===== config.mk =====
export PLATFORM = sky130hd
export DESIGN_NAME = ex_flag_unit
export DESIGN_NICKNAME = d
export VERILOG_FILES = /design/src/rtl/cpu_pkg.sv /design/src/rtl/branch_cond_eval.sv /design/src/rtl/ex_flag_unit.sv
export SDC_FILE = /design/constraint.sdc
export NUM_CORES = 1
export LEC_CHECK = 0
export BUFFER_PORTS_ARGS = -buffer_cell sky130_fd_sc_hd__buf_2
export CAP_MARGIN = 10
export CORE_AREA = 2 2 39 41
export DETAILED_ROUTE_END_ITERATION = 10
export DIE_AREA = 0 0 41 43
export PLACE_DENSITY = 0.67
export RECOVER_POWER = 100
export SLEW_MARGIN = 10
export SYNTH_ARGS = -nofsm -noshare
export SYNTH_HDL_FRONTEND = slang
export SYNTH_HIERARCHICAL = 1
export SYNTH_SLANG_ARGS = --single-unit

===== constraint.sdc =====
create_clock -name clk -period 4.36 [get_ports clk]
set_input_delay 0.872 -clock clk [delete_from_list [all_inputs] [get_ports clk]]
set_output_delay 0.872 -clock clk [all_outputs]
set_load 0.02 [all_outputs]

===== src/rtl/cpu_pkg.sv =====
// Shared EX-stage types: opcode and branch-condition encodings, flag bundle.
// Latency: n/a (types and pure functions only).
// Backpressure: n/a.
//
// Used by ex_flag_unit and by the decode-stage branch resolver, so the
// encodings here are the single source of truth for both.
package cpu_pkg;

    typedef enum logic [3:0] {
        OP_ADD    = 4'b0000,
        OP_SUB    = 4'b0001,
        OP_XOR    = 4'b0010,
        OP_RED    = 4'b0011,
        OP_SLL    = 4'b0100,
        OP_SRA    = 4'b0101,
        OP_ROR    = 4'b0110,
        OP_PADDSB = 4'b0111,
        OP_LW     = 4'b1000,
        OP_SW     = 4'b1001,
        OP_LLB    = 4'b1010,
        OP_LHB    = 4'b1011,
        OP_B      = 4'b1100,
        OP_BR     = 4'b1101,
        OP_PCS    = 4'b1110,
        OP_HLT    = 4'b1111
    } opcode_t;

    typedef enum logic [2:0] {
        CC_NE  = 3'b000,
        CC_EQ  = 3'b001,
        CC_GT  = 3'b010,
        CC_LT  = 3'b011,
        CC_GTE = 3'b100,
        CC_LTE = 3'b101,
        CC_OV  = 3'b110,
        CC_UN  = 3'b111
    } cond_t;

    typedef enum logic {
        ST_RUN    = 1'b0,
        ST_HALTED = 1'b1
    } state_t;

    typedef struct packed {
        logic z;
        logic v;
        logic n;
    } flags_t;

    // Arithmetic ops write all three flags.
    function automatic logic sets_all(opcode_t op);
        return (op == OP_ADD) || (op == OP_SUB);
    endfunction

    // Logic/shift ops write Z only; N and V keep their previous value.
    function automatic logic sets_z(opcode_t op);
        return sets_all(op) || (op == OP_XOR) || (op == OP_SLL) ||
               (op == OP_SRA) || (op == OP_ROR);
    endfunction

endpackage


===== src/rtl/branch_cond_eval.sv =====
// Branch condition evaluator: (flags, 3-bit condition code) -> taken.
// Latency: purely combinational, zero cycles.
// Backpressure: none; output follows inputs continuously.
//
// Ports:
//   flags_i   - Z/V/N flag bundle to test
//   br_cond_i - condition code of the branch being resolved
//   taken_o   - 1 when the condition holds
module branch_cond_eval
    import cpu_pkg::*;
(
    input  flags_t     flags_i,
    input  logic [2:0] br_cond_i,
    output logic       taken_o
);

    always_comb begin
        taken_o = 1'b1;
        case (cond_t'(br_cond_i))
            CC_NE:   taken_o = ~flags_i.z;
            CC_EQ:   taken_o = flags_i.z;
            CC_GT:   taken_o = ~flags_i.z & ~flags_i.n;
            CC_LT:   taken_o = flags_i.n;
            CC_GTE:  taken_o = flags_i.z | (~flags_i.z & ~flags_i.n);
            CC_LTE:  taken_o = flags_i.n | flags_i.z;
            CC_OV:   taken_o = flags_i.v;
            CC_UN:   taken_o = 1'b1;
            default: taken_o = 1'b1;
        endcase
    end

endmodule


===== src/rtl/ex_flag_unit.sv =====
// EX-stage flag unit: captures ALU result/overflow into Z/V/N, resolves branch condition, HLT freeze.
// Latency: flags and halted update one clk edge after the EX instruction; branch_taken is combinational.
// Backpressure: stall or flush blocks the update (flush wins); HALTED blocks all updates until rst.
//
// Ports:
//   clk, rst                 - clock (rising edge), asynchronous active-high reset
//   ex_valid, stall, flush   - EX-slot qualifiers
//   opcode, alu_result, alu_ovfl - EX instruction and adder/ALU outputs
//   br_cond                  - condition code for the branch resolver
//   z_flag, v_flag, n_flag   - registered architectural flags
//   branch_taken             - condition result (next or registered flags, per BYPASS)
//   halted                   - unit is frozen after HLT
module ex_flag_unit
    import cpu_pkg::*;
#(
    parameter int DATA_W = 16,
    parameter bit BYPASS = 1'b1
) (
    input  logic              clk,
    input  logic              rst,
    input  logic              ex_valid,
    input  logic              stall,
    input  logic              flush,
    input  logic [3:0]        opcode,
    input  logic [DATA_W-1:0] alu_result,
    input  logic              alu_ovfl,
    input  logic [2:0]        br_cond,
    output logic              z_flag,
    output logic              v_flag,
    output logic              n_flag,
    output logic              branch_taken,
    output logic              halted
);

    state_t  state_q, state_d;
    flags_t  flags_q, flags_d;
    flags_t  br_flags;
    opcode_t op;
    logic    upd;

    assign op = opcode_t'(opcode);

    // flush dominates stall and valid; HALTED suppresses everything.
    assign upd = ex_valid & ~stall & ~flush & (state_q == ST_RUN);

    always_comb begin
        flags_d = flags_q;
        state_d = state_q;
        if (upd) begin
            if (sets_z(op)) begin
                flags_d.z = (alu_result == '0);
            end
            if (sets_all(op)) begin
                flags_d.n = alu_result[DATA_W-1];
                flags_d.v = alu_ovfl;
            end
            if (op == OP_HLT) begin
                state_d = ST_HALTED;
            end
        end
    end

    always_ff @(posedge clk or posedge rst) begin
        if (rst) begin
            state_q <= ST_RUN;
            flags_q <= '0;
        end else begin
            state_q <= state_d;
            flags_q <= flags_d;
        end
    end

    // With bypass, a branch resolving in the same cycle as a flag-setting
    // instruction sees that instruction's result without a bubble.
    assign br_flags = BYPASS ? flags_d : flags_q;

    branch_cond_eval u_cond (
        .flags_i   (br_flags),
        .br_cond_i (br_cond),
        .taken_o   (branch_taken)
    );

    assign z_flag = flags_q.z;
    assign v_flag = flags_q.v;
    assign n_flag = flags_q.n;
    assign halted = (state_q == ST_HALTED);

endmodule


==> out/results.ini <==
[status]
status=complete, no violations

[global_routing]
grt_pass1_wl_mm=1.19
grt_pass1_vias=359
grt_usage=0.0998
grt-ovfl-total=0
grt_max_degree=6
antenna_found_initial=0

[timing]
finalCriticalPeriod_ns=3.45
setup_viol=0
maxSlewHeadroom=0.707
max_freq_mhz=290
grt_setup_unrepaired=false
timing_hold_violations_final=0
tns_ns=0
finalCritPeriodShare=0.791
worstMarginPinSlew_ns=0.439
drv_slew=0
skew_ns=0.000203

[drt]
drt_iter0_markers=4
vias_per_cell=4.54
wl_per_cell_um=9.06
drcViolationCount=0
drtPass1Iterations=3
ant_nets=0
wirelength_um=761
vias=381

[floorplanning]
dieArea_um2=1760
fp.dieH_um=43
core_um2=1380
io_pins=34
start_util=0.223
num_rows=14
die_x_um=41

[power_and_ir_drop]
power_switching_uw=47.0
p_total_uw=145
ir_drop_mv=0.0798
pwr-share-comb=0.357
sequentialPowerShare=0.325
p_int_uw=98.1
cellLeakagePower_nw=0.260
clkPwrFrac=0.318
power_density_nw_per_um2=291
switching_share=0.324

[clock_tree]
clock-root-buffer=clkbuf_4
cts_setup_buffers=0
hold_buffers=0
cts_num_sinks=4
postCtsResizedCells=0
cts_buffers=3
clock_latency_ns=0.24
htreeDepth=1
cts_tree=built
clk_pin_slew_ns=0.04
cts.path.max_buffers=2

[yosys]
synth.avg_cell_area_um2=9.66
synth_area_um2=309
synth_cell_types=19
ys_seq_elements=4
synth-main-ff-cell=dfrtp_1
syn-instance-count=32
synth_fp_nets=61
async_reset_ff_frac=1.00
synth_edf_count=0
yosysWarningCount=6
ys_seq_area_frac=0.324

[final_layout]
layout-drive-gt1-share=0.500
final_cell_mix=buf_2 (28), clkbuf_1 (5), nor4_1 (4), dfrtp_1 (4)
nets=99
area_growth_pct=61.5
nFillCells=146
finalInstanceArea_um2=499
fin_util=0.361
layout_commonest_cell=buf_2
n_antenna_cell=0

[worst_setup_path]
path_cells=buf_2 > nor3b_1 > nand3_2 > mux2_1 > nand2_1 > mux2i_1 > a21oi_1 > o21a_1 > clkbuf_1
endpoint_kind=primary output
r2r_setup_slack_ns=3.14
critical_path.startpoint_type=input pin
cpPeakStageDelay_ns=0.40
path_class=input pin to primary output
crit_arrival_ns=2.58
required_ns=3.49
cp_num_buf_inv=2
cp_top_family=simple AND/OR/NAND/NOR gates
slowest_stage=mux2_1
worstPathMaxFanout=4

[placed_design]
port_buffers=33
place_area_um2=494
gp_congestion=0.668

[flow_run]
cap_violations=0

[hold_path]
min_path_type=input pin to asynchronous set/reset pin

-- metal layers --
metal / GRT usage / share of wire / vias to the layer above
li1: - / - / 195
met1: 0.0879 / 0.40 / 163
met2: 0.169 / 0.48 / 20
met3: 0.0157 / 0.096 / 3
met4: 0.100 / 0.028 / 0
met5: 0 / 0 / -
-- cell type report --
type                    instances  area (µm²)  share of cell area
clock buffers                   3        22.5              0.0451
well taps                      16        20.0              0.0401
multi-input cells              25         186               0.373
repair buffers                 33         159               0.318
inverters                       3        11.3              0.0226
flip-flops and latches          4         100               0.201
-- logic make-up after synthesis --
| logic type | share of synthesized area |
|---|---|
| and+or+nand+nor | 0.348 |
| AOI/OAI and AO/OA | 0.121 |
| muxes | 0.170 |
| DFF | 0.324 |
| buffers and inverters | 0.0364 |
-- cell usage after synthesis, drive strengths merged, types with 2 or more instances --
master	count	share of area
inv	3	0.036
mux2i	3	0.097
mux2	2	0.073
nor2	2	0.024
nor4	4	0.081
nand3b	2	0.049
dfrtp	4	0.32
-- path summary, 6_finish.rpt --
check / end / depth (start not counted) / from
hold / removal: halted$_DFFE_PP0P_ / 2 / rst
max in group asynchronous: z_flag$_DFF_PP0_ / 2 / rst
setup / recovery: branch_taken / 9 / flush
min in group clk: halted$_DFFE_PP0P_ / 1 / halted$_DFFE_PP0P_
hold reg to reg: halted$_DFFE_PP0P_ / 1 / halted$_DFFE_PP0P_
setup reg to reg: n_flag$_DFF_PP0_ / 3 / halted$_DFFE_PP0P_
-- power by group through the flow --
stage          Sequential (mW)  Combinational, mW  Clock [mW]
2_1_floorplan           0.0556             0.0225           0
3_3_place_gp            0.0477             0.0545           0
3_5_place_dp            0.0475             0.0556           0
4_1_cts                 0.0470             0.0558      0.0481
5_1_grt                 0.0480             0.0569      0.0509
6_report                0.0472             0.0519      0.0461
-- registers in the layout, indices dropped and copies added, names as in the netlist --
| name | flops |
|---|---|
| n_flag | 1 |
| halted | 1 |
| v_flag | 1 |
| z_flag | 1 |
-- worst reg2reg max path: cells and delay by family (launching register included) --
kind | cells | cell delay (ns)
flip-flops | 1 | 0.38
multiplexers | 1 | 0.40
AND/OR/NAND/NOR | 2 | 0.30
-- through the flow --
stage	cells	worst slack, ns	hold slack [ns]
finish	84	0.912	0.502
global route	84	0.782	0.507
CTS	84	1.10	0.499
detailed placement	81	1.11	0.490
global placement	81	1.14	0.490
floorplan	32	1.39	0.605
(Power assumes the default switching activity.)
